[src/rtl/pe_alu_pkg.sv]
// rtl/pe_alu_pkg.sv - opcode, width and result types shared by the PE ALU pipeline
package pe_alu_pkg;

  localparam int OP_W       = 4;
  localparam int CARRY_W    = 1;
  localparam int WORD_W_DEF = 16;

  typedef enum logic [OP_W-1:0] {
    OP_ADD     = 4'd0,
    OP_SUB     = 4'd1,
    OP_MULT    = 4'd2,
    OP_SL      = 4'd3,
    OP_SR      = 4'd4,
    OP_SRA     = 4'd5,
    OP_SEL     = 4'd6,
    OP_CAT     = 4'd7,
    OP_NOT     = 4'd8,
    OP_AND     = 4'd9,
    OP_OR      = 4'd10,
    OP_XOR     = 4'd11,
    OP_EQL     = 4'd12,
    OP_GT      = 4'd13,
    OP_LT      = 4'd14,
    OP_ILLEGAL = 4'd15
  } op_e;

  // Result layout {carry, word}; the parametrised datapath keeps the same bit order.
  typedef struct packed {
    logic [CARRY_W-1:0]    carry;
    logic [WORD_W_DEF-1:0] word;
  } result_t;

endpackage

[src/rtl/pe_alu_pipe_if.sv]
// rtl/pe_alu_pipe_if.sv - operand/op bundle in, result out, plus error flag controls
interface pe_alu_pipe_if #(parameter int WORD_W = 16);
  import pe_alu_pkg::*;

  logic              in_valid;
  logic              in_ready;
  logic [OP_W-1:0]   in_op;
  logic [WORD_W-1:0] in_a;
  logic [WORD_W-1:0] in_b;
  logic              in_c_a;
  logic              in_c_b;
  logic              in_chain;
  logic              out_valid;
  logic              out_ready;
  logic [WORD_W-1:0] out;
  logic              out_c;
  logic              err;
  logic              clr_err;

  modport master (
    output in_valid, in_op, in_a, in_b, in_c_a, in_c_b, in_chain, out_ready, clr_err,
    input  in_ready, out_valid, out, out_c, err
  );

  modport slave (
    input  in_valid, in_op, in_a, in_b, in_c_a, in_c_b, in_chain, out_ready, clr_err,
    output in_ready, out_valid, out, out_c, err
  );

endinterface

[src/rtl/pe_alu_core.sv]
// rtl/pe_alu_core.sv - combinational PE operation mux on {carry, word} operands
module pe_alu_core
  import pe_alu_pkg::*;
#(
  parameter int WORD_W = 16
) (
  input  op_e               op,
  input  logic [WORD_W-1:0] a,
  input  logic [WORD_W-1:0] b,
  input  logic              ca,
  input  logic              cb,
  output logic [WORD_W-1:0] res_word,
  output logic              res_c,
  output logic              illegal
);

  localparam int SHAMT_W = $clog2(WORD_W + 2);
  localparam int EXT_W   = WORD_W + 1;
  localparam logic [WORD_W-1:0] SH_LIMIT = WORD_W'(EXT_W);

  logic [EXT_W-1:0]   ea;
  logic [EXT_W-1:0]   eb;
  logic [EXT_W-1:0]   ext;
  logic [WORD_W-1:0]  prod;
  logic [SHAMT_W-1:0] shamt;
  logic               sh_big;

  assign ea    = {ca, a};
  assign eb    = {cb, b};
  assign prod  = a * b;
  // Shifts of the full extended word saturate once every bit has moved out.
  assign sh_big = (b >= SH_LIMIT);
  assign shamt  = b[SHAMT_W-1:0];

  always_comb begin
    ext     = '0;
    illegal = 1'b0;
    case (op)
      OP_ADD:  ext = ea + eb;
      OP_SUB:  ext = ea + ~eb + EXT_W'(1);
      OP_MULT: ext = {ca ^ cb, prod};
      OP_SL:   ext = sh_big ? '0 : (ea << shamt);
      OP_SR:   ext = sh_big ? '0 : (ea >> shamt);
      OP_SRA:  ext = sh_big ? {EXT_W{ca}} : $unsigned($signed(ea) >>> shamt);
      OP_SEL:  ext = ca ? eb : ea;
      OP_CAT:  ext = ea;
      OP_NOT:  ext = ~ea;
      OP_AND:  ext = ea & eb;
      OP_OR:   ext = ea | eb;
      OP_XOR:  ext = {|(a ^ b), a ^ b};
      OP_EQL:  ext = (a == b) ? {1'b1, a} : '0;
      OP_GT:   ext = (ca ? (a >= b) : (a > b)) ? {1'b1, a} : {1'b0, b};
      OP_LT:   ext = (ca ? (a <= b) : (a < b)) ? {1'b1, a} : {1'b0, b};
      default: illegal = 1'b1;
    endcase
  end

  assign res_c    = ext[WORD_W];
  assign res_word = ext[WORD_W-1:0];

endmodule

[src/rtl/pe_alu_pipe.sv]
// rtl/pe_alu_pipe.sv - two-stage valid/ready PE ALU with chained carry and sticky illegal-op flag
module pe_alu_pipe
  import pe_alu_pkg::*;
#(
  parameter int WORD_W = 16
) (
  input logic          clk,
  input logic          rst_x,
  pe_alu_pipe_if.slave bus
);

  logic              s1_valid;
  logic [OP_W-1:0]   s1_op;
  logic [WORD_W-1:0] s1_a;
  logic [WORD_W-1:0] s1_b;
  logic              s1_c_a;
  logic              s1_c_b;
  logic              s1_chain;

  logic              s2_valid;
  logic [WORD_W-1:0] s2_word;
  logic              s2_c;
  logic              chain_c;
  logic              err_q;

  logic              s2_load;
  logic              in_ready;
  logic              in_fire;
  logic              eff_ca;
  logic [WORD_W-1:0] core_word;
  logic              core_c;
  logic              core_illegal;

  assign s2_load  = s1_valid & (~s2_valid | bus.out_ready);
  assign in_ready = ~s1_valid | s2_load;
  assign in_fire  = bus.in_valid & in_ready;
  // Chain carry is read at the stage-2 edge, so a stalled predecessor has already updated it.
  assign eff_ca   = s1_chain ? chain_c : s1_c_a;

  pe_alu_core #(.WORD_W(WORD_W)) u_core (
    .op       (op_e'(s1_op)),
    .a        (s1_a),
    .b        (s1_b),
    .ca       (eff_ca),
    .cb       (s1_c_b),
    .res_word (core_word),
    .res_c    (core_c),
    .illegal  (core_illegal)
  );

  always_ff @(posedge clk or negedge rst_x) begin
    if (!rst_x) begin
      s1_valid <= 1'b0;
      s1_op    <= '0;
      s1_a     <= '0;
      s1_b     <= '0;
      s1_c_a   <= 1'b0;
      s1_c_b   <= 1'b0;
      s1_chain <= 1'b0;
    end else if (in_fire) begin
      s1_valid <= 1'b1;
      s1_op    <= bus.in_op;
      s1_a     <= bus.in_a;
      s1_b     <= bus.in_b;
      s1_c_a   <= bus.in_c_a;
      s1_c_b   <= bus.in_c_b;
      s1_chain <= bus.in_chain;
    end else if (s2_load) begin
      s1_valid <= 1'b0;
    end
  end

  always_ff @(posedge clk or negedge rst_x) begin
    if (!rst_x) begin
      s2_valid <= 1'b0;
      s2_word  <= '0;
      s2_c     <= 1'b0;
      chain_c  <= 1'b0;
    end else if (s2_load) begin
      s2_valid <= 1'b1;
      s2_word  <= core_word;
      s2_c     <= core_c;
      chain_c  <= core_c;
    end else if (bus.out_ready) begin
      s2_valid <= 1'b0;
    end
  end

  always_ff @(posedge clk or negedge rst_x) begin
    if (!rst_x) begin
      err_q <= 1'b0;
    end else if (s2_load && core_illegal) begin
      err_q <= 1'b1;
    end else if (bus.clr_err) begin
      err_q <= 1'b0;
    end
  end

  assign bus.in_ready  = in_ready;
  assign bus.out_valid = s2_valid;
  assign bus.out       = s2_word;
  assign bus.out_c     = s2_c;
  assign bus.err       = err_q;

endmodule
[src/flat_wrapper.sv]
// flat-port wrapper written by rule: the top's interface ports become plain ports
module pe_alu_pipe_flat import pe_alu_pkg::*;
#(
  parameter int WORD_W = 16
)
  (clk, rst_x, bus_in_valid, bus_in_op, bus_in_a, bus_in_b, bus_in_c_a, bus_in_c_b, bus_in_chain, bus_out_ready, bus_clr_err, bus_in_ready, bus_out_valid, bus_out, bus_out_c, bus_err);
  pe_alu_pipe_if #(.WORD_W(WORD_W)) bus_i ();
  input logic clk;
  input logic rst_x;
  input wire logic [$bits(bus_i.in_valid)-1:0] bus_in_valid;
  input wire logic [$bits(bus_i.in_op)-1:0] bus_in_op;
  input wire logic [$bits(bus_i.in_a)-1:0] bus_in_a;
  input wire logic [$bits(bus_i.in_b)-1:0] bus_in_b;
  input wire logic [$bits(bus_i.in_c_a)-1:0] bus_in_c_a;
  input wire logic [$bits(bus_i.in_c_b)-1:0] bus_in_c_b;
  input wire logic [$bits(bus_i.in_chain)-1:0] bus_in_chain;
  input wire logic [$bits(bus_i.out_ready)-1:0] bus_out_ready;
  input wire logic [$bits(bus_i.clr_err)-1:0] bus_clr_err;
  output wire logic [$bits(bus_i.in_ready)-1:0] bus_in_ready;
  output wire logic [$bits(bus_i.out_valid)-1:0] bus_out_valid;
  output wire logic [$bits(bus_i.out)-1:0] bus_out;
  output wire logic [$bits(bus_i.out_c)-1:0] bus_out_c;
  output wire logic [$bits(bus_i.err)-1:0] bus_err;
  assign bus_i.in_valid = bus_in_valid;
  assign bus_i.in_op = bus_in_op;
  assign bus_i.in_a = bus_in_a;
  assign bus_i.in_b = bus_in_b;
  assign bus_i.in_c_a = bus_in_c_a;
  assign bus_i.in_c_b = bus_in_c_b;
  assign bus_i.in_chain = bus_in_chain;
  assign bus_i.out_ready = bus_out_ready;
  assign bus_i.clr_err = bus_clr_err;
  assign bus_in_ready = bus_i.in_ready;
  assign bus_out_valid = bus_i.out_valid;
  assign bus_out = bus_i.out;
  assign bus_out_c = bus_i.out_c;
  assign bus_err = bus_i.err;
  pe_alu_pipe #(.WORD_W(WORD_W)) u_core (.clk(clk), .rst_x(rst_x), .bus(bus_i));
endmodule
[config.mk]
export PLATFORM = sky130hd
export DESIGN_NAME = pe_alu_pipe_flat
export DESIGN_NICKNAME = d
export VERILOG_FILES = /design/src/rtl/pe_alu_pkg.sv /design/src/rtl/pe_alu_pipe_if.sv /design/src/rtl/pe_alu_core.sv /design/src/rtl/pe_alu_pipe.sv /design/src/flat_wrapper.sv
export SDC_FILE = /design/constraint.sdc
export NUM_CORES = 1
export LEC_CHECK = 0
export ABC_AREA = 1
export CORE_MARGIN = 1.5
export CORE_UTILIZATION = 50
export DETAILED_ROUTE_END_ITERATION = 7
export PLACE_DENSITY = 0.68
export SLEW_MARGIN = 20
export SYNTH_ARGS = -nofsm -noshare
export SYNTH_HDL_FRONTEND = slang
export SYNTH_SLANG_ARGS = --single-unit
[constraint.sdc]
create_clock -name clk -period 7.98 [get_ports clk]
set_input_delay 2.394 -clock clk [delete_from_list [all_inputs] [get_ports clk]]
set_output_delay 2.394 -clock clk [all_outputs]
set_load 0.005 [all_outputs]
==> results.yml, run 1 <==
outcome:
  status: "finished clean"
cells_and_area:
  fin_area_um2: 13090
  n_antenna_cell: 0
  seq_area_um2: 1476
  multiInputGateArea_um2: 8852
  drive_above_1_share_pct: 5.618
  fillers: 2493
  fin_nets: 2181
  fin_cells: 2277
  final_util_pct: 55.61
  areaGrowthSynthToFinish_pct: 9.035
yosys:
  synth_area_um2: 12010
  ys_seq_area_share_pct: 12.30
  ys_warn_count: 0
  ys.flop_type: "dfrtp_1"
  syn_avg_cell_area_um2: 6.176
  synth-edff-count: 0
  syn_nets: 2171
  ys_types: 56
  ys_ff_latch: 59
  syn_inst: 1944
  async_reset_ff_share_pct: 100.0
grt:
  grt_overflow_total: 0
  grt_pass1_vias: 12630
  grt_pass1_wl_um: 74450
  grt_usage_pct: 40.59
  grt_max_degree: 60
  antenna_found_initial: 0
worst_setup_path:
  crit_end: "u_core.bus.out[15]"
  cp_max_fo: 18
  crit_path_start_kind: "flip-flop"
  slowest_delay_ns: 0.87
  cp_top_family: "adder cells"
  worstReg2RegEnd: "u_core.bus.out[15]"
  r2r_start: "u_core.s1_a[5]"
  critPathBufInv: 4
  worst-setup-path-type: "reg -> reg"
  cpMostUsedCell: "nand2_1"
  crit_arrival_ns: 6.22
  critPathLaunch: "u_core.s1_a[5]"
  required_ns: 8.21
  worstRegToRegCells: 25
  cp-end-kind: "flip-flop"
  cp.depth: 25
  ff2ff_setup_slack_ns: 1.99
  slowest_stage: "dfrtp_1"
clock_tree:
  h-tree-depth: 3
  cts_resized: 0
  root_buffer: "clkbuf_16"
  cts_hold_buf: 0
  tritoncts: "built"
  cts.clk_slew.worst_paths_ns: 0.06
  postCtsSetupBuffers: 0
  clock_latency_ns: 0.34
  clock_sinks: 59
  clockBufferDepth: 2
  numCtsBuffers: 9
place:
  place.gp.congestion: 1.033
  post-dp-hpwl_um: 38610
  io_buffers: 63
  placed_area_um2: 12800
  dpl.cell_count: 2262
sta:
  clock_skew_ns: 0.008434
  timing.fmax_mhz: 167.0
  period_share_pct: 75.05
  finalHoldViolCount: 0
  finalSetupViolations: 0
  drv_slew: 0
  worst_pin_slew_ns: 0.8194
  rsz0062_at_grt: "no"
  finalCriticalPeriod_ns: 5.989
  slew_headroom_pct: 45.37
  tns_ns: 0
route:
  antenna_left: 0
  first_iter_violations: 1561
  post-route-drc-count: 0
  vias: 13290
  vias_per_cell: 5.836
  wl_per_cell_um: 21.69
  wirelength_um: 49400
  first_pass_iters: 6
floorplanning:
  core-area_um2: 23540
  initial_core_util_pct: 51.00
  rows: 56
  fp.dieW_um: 158.0
  ios: 64
  die_height_um: 158.0
  die_area_um2: 24950
run:
  drv_cap: 0
min_path:
  whs_path_depth: 2
  hp-class: "reg -> reg"
[worst min-delay path by stage]
stage | startpoint | end | slack, ns
floorplan | u_core.bus.out[13] | u_core.bus.out[13] | 0.47
global placement | u_core.bus.out[3] | u_core.bus.out[3] | 0.47
detailed placement | u_core.bus.out[2] | u_core.bus.out[2] | 0.46
CTS | u_core.bus.out[6] | u_core.bus.out[6] | 0.49
global route | u_core.bus.out[3] | u_core.bus.out[3] | 0.51
finish | u_core.bus.out[5] | u_core.bus.out[5] | 0.49
[sequential cells by signal, summed over array words and instances (netlist names)]
| register | cells |
|---|---|
| u_core.s1_chain | 1 |
| u_core.s1_valid | 1 |
| u_core.s1_op | 4 |
| u_core.s1_a | 16 |
| u_core.s1_c_a | 1 |
| u_core.bus.out | 16 |
| u_core.s1_c_b | 1 |
| u_core.bus.err | 1 |
| u_core.bus.out_valid | 1 |
| u_core.chain_c | 1 |
| u_core.s1_b | 16 |
[worst reg2reg max path, stage by stage, from the launching register on]
cell	delay, ns
dfrtp_1	0.87
ha_1	0.42
fa_1	0.46
inv_1	0.08
fa_1	0.43
fa_1	0.42
fa_1	0.49
inv_1	0.06
fa_1	0.53
inv_1	0.05
fa_1	0.47
inv_1	0.05
ha_1	0.37
nand2_1	0.10
nor2_1	0.13
nand3_1	0.09
nand3_1	0.14
nand2_1	0.09
nand2_1	0.06
nand2_1	0.04
nand2_1	0.07
nand3_1	0.07
nand3_1	0.16
nand3_1	0.10
nand2_1	0.07
nand2_1	0.06
[synth_stat cells (21+ instances only)]
cell	instances	share of area, %
nand3_1	132	5.5
o22ai_1	27	1.4
o21ai_1	27	1.1
nand4_1	24	1.3
inv_1	313	9.8
ha_1	101	11
nor2_1	147	4.6
inv_2	21	0.66
fa_1	82	14
nand2_1	561	18
buf_2	31	1.3
dfrtp_1	59	12
clkbuf_1	34	1.1
o21ai_0	90	3.8
a21oi_1	131	5.5
[cell families (layout without fill, tap and decap cells)]
| family | after synthesis | in the layout | share of synthesized area [%] |
|---|---|---|---|
| AOI/OAI and AO/OA | 336 | 336 | 15.86 |
| xor gates and xnor gates | 7 | 7 | 0.5106 |
| adders and majority gates | 183 | 183 | 24.20 |
| buffers and inverters | 427 | 441 | 14.00 |
| DFF | 59 | 59 | 12.30 |
| muxes | 1 | 1 | 0.09378 |
| and+or+nand+nor | 931 | 931 | 33.04 |
[through the flow]
| step | hold WS (ns) | setup slack [ns] |
|---|---|---|
| global route | 0.5092 | 1.571 |
| detailed placement | 0.4646 | 2.047 |
| global placement | 0.4672 | 2.060 |
| finish | 0.4853 | 1.991 |
| floorplan | 0.4724 | 2.168 |
| CTS | 0.4876 | 2.040 |
[area by class of cell]
| cell class | instances | share of cell area [%] |
|---|---|---|
| clock buffer | 10 | 1.825 |
| clock inverter | 5 | 0.4110 |
| inverter | 342 | 9.835 |
| multi-input combinational | 1458 | 67.62 |
| sequential | 59 | 11.28 |
| tap | 319 | 3.049 |
| timing repair buffer | 84 | 5.983 |
[layout by cell type, fill, tap and decap left out, drive strengths merged]
cell           instances
a21boi                 6
o211ai                12
o31ai                  1
bufinv                 1
ha                   101
a32oi                  1
nand4                 24
o221ai                 1
o2111ai                6
o32ai                  2
o21bai                 4
and2                   1
clkinv                11
a221oi                 2
o21a                   5
clkdlybuf4s50         62
a21oi                135
dfrtp                 59
a31oi                  6
fa                    82
xor2                   7
mux2                   1
nand2                576
nand3b                 7
nor4                   4
clkbuf                10
a21o                   4
o22ai                 27
inv                  335
buf                   22
nor2                 161
nand3                136
o21ai                120
a211oi                 4
or2                    5
nor3                  17
[per-layer routing]
metal,vias up,track usage (%),routed length [um]
met4,0,18.60,2282
met5,-,0,0
met2,764,64.04,21790
li1,6178,-,-
met1,6206,53.15,20420
met3,140,8.705,4908
Power of run 1 is left out: the tool's default activity adds up to more than one toggle a clock period on the data nets, which glitch-free logic cannot reach.
==> run 2, diff against run 1 <==
clock period = 5.6 ns   (was 7.98 ns; I/O delays follow)
==> run 2 against run 1 <==
Net effect:
- die area unchanged
- critical endpoint is now u_core.bus.out[9]
- worst setup slack got worse by 1.9 ns
- flip-flop and latch count is the same
==> results.yml, run 2 (synthesized netlist as in run 1, its figures left out) <==
route:
  vias_per_cell: 5.861
  first_pass_iters: 6
  wirelength_um: 52440
  vias: 13710
  wl_per_cell_um: 22.42
  first_iter_violations: 1608
  antenna_left: 0
  post-route-drc-count: 0
sta:
  timing.fmax_mhz: 182.9
  worst_pin_slew_ns: 0.9539
  rsz0062_at_grt: "yes"
  finalCriticalPeriod_ns: 5.466
  period_share_pct: 97.61
  slew_headroom_pct: 36.34
  tns_ns: 0
  clock_skew_ns: 0.01111
  drv_slew: 0
  finalHoldViolCount: 0
  finalSetupViolations: 0
worst_setup_path:
  worst-setup-path-type: "reg -> reg"
  critPathBufInv: 5
  slowest_delay_ns: 0.52
  crit_path_start_kind: "flip-flop"
  crit_arrival_ns: 5.71
  cp-end-kind: "flip-flop"
  required_ns: 5.84
  cp_max_fo: 6
  crit_chain: "buf_4 > buf_4 > nand2_1 > inv_1 > fa_1 > fa_1 > ha_1 > inv_1 > fa_1 > fa_1 > fa_1 > inv_1 > ha_4 > nand2_1 > or2_2 > nand2_1 > a21oi_1 > xor2_1 > o22ai_1 > nor2_1 > nand3_2 > nand2_1 > nand2_1"
  cp_top_family: "adder cells"
  slowest_stage: "fa_1"
cells_and_area:
  fin_cells: 2339
  layout_commonest_cell: "nand2_1"
  areaGrowthSynthToFinish_pct: 14.41
  fin_nets: 2242
  drive_above_1_share_pct: 10.15
  final_cell_mix: "nand2_1 (557), inv_1 (310), nor2_1 (144)"
place:
  place.gp.congestion: 1.065
  post-dp-hpwl_um: 41640
  io_buffers: 63
  dpl.cell_count: 2317
floorplanning:
  core-area_um2: 23540
  ios: 64
  die_area_um2: 24950
  fp.dieW_um: 158.0
  initial_core_util_pct: 51.00
  rows: 56
  die_height_um: 158.0
clock_tree:
  clock_sinks: 59
  cts_hold_buf: 0
  clockBufferDepth: 2
  clock_latency_ns: 0.36
  numCtsBuffers: 9
  tritoncts: "built"
  h-tree-depth: 3
  cts.clk_slew.worst_paths_ns: 0.05
  root_buffer: "clkbuf_16"
grt:
  grt_pass1_vias: 12860
  grt_usage_pct: 42.25
  grt_max_degree: 41
  use_met3_pct: 9.964
  top_usage_layer: "met2"
  use_met1_pct: 55.36
  grt_pass1_wl_um: 76650
  antenna_found_initial: 2
  grtUsageMet2_pct: 62.78
  grt_overflow_total: 0
run:
  drv_cap: 0
outcome:
  status: "finished clean"
min_path:
  hp-class: "reg -> reg"
run 2: cell count changes in the layout (fill, tap and decap cells not counted), sizes merged:
cell,delta
clkinv,-4
buf,+61
diode,+1
clkbuf,+4
run 2: final timing paths:
| kind | from | to | slack, ns | depth (start not counted) |
|---|---|---|---|---|
| worst max-delay path | u_core.s1_b[4] | u_core.bus.out[9] | 0.13 | 23 |
| worst min-delay path | u_core.bus.out[1] | u_core.bus.out[1] | 0.48 | 2 |
| worst max register to register | u_core.s1_b[4] | u_core.bus.out[9] | 0.13 | 23 |
| worst min register to register | u_core.bus.out[1] | u_core.bus.out[1] | 0.48 | 2 |
| max in group asynchronous | rst_x | u_core.s1_a[2] | 3.28 | 2 |
| min in group asynchronous | rst_x | u_core.s1_valid | 1.39 | 1 |
run 2: area by class of cell:
class                      instances  area [um2]
antenna                            1       2.502
clock buffer                      14       284.0
clock inverter                     1       30.03
fill                            2324        9806
inverter                         342        1287
multi-input combinational       1458        8982
sequential                        59        1490
tap                              319       399.1
timing repair buffer             145        1261
run 2: what timing repair did:
item | in CTS | in global routing
resized for setup | 0 | 47
setup endpoints to repair | 0 | 8
buffers inserted | 0 | 7
run 2: worst reg2reg max path, stage by stage (launching register included):
cell and delay [ns]:
dfrtp_2 0.46, buf_4 0.17, buf_4 0.15, nand2_1 0.05, inv_1 0.06, fa_1 0.49, fa_1 0.52, ha_1 0.16
inv_1 0.05, fa_1 0.51, fa_1 0.46, fa_1 0.51, inv_1 0.06, ha_4 0.28, nand2_1 0.08, or2_2 0.30
nand2_1 0.09, a21oi_1 0.05, xor2_1 0.31, o22ai_1 0.14, nor2_1 0.17, nand3_2 0.12, nand2_1 0.09, nand2_1 0.07
run 2: through the flow:
step | setup WS, ns | cell area [um2] | hold WS (ns) | utilization [%]
6_report | 0.1336 | 13740 | 0.4805 | 58.35
5_1_grt | -0.09539 | 13730 | 0.5052 | 58.34
4_1_cts | 0.01880 | 13530 | 0.4854 | 57.45
3_5_place_dp | 0.02968 | 13210 | 0.4644 | 56.12
3_3_place_gp | 0.09077 | 13210 | 0.4628 | 56.12
2_1_floorplan | 0.002571 | 12010 | 0.4724 | -
run 2: routing by layer:
layer	vias to the layer above	part of all wire, %
met5	-	0.023
met4	2	6.8
met3	200	11
met2	818	42
met1	6392	40
li1	6296	-
Power of run 2 is left out for the same reason.
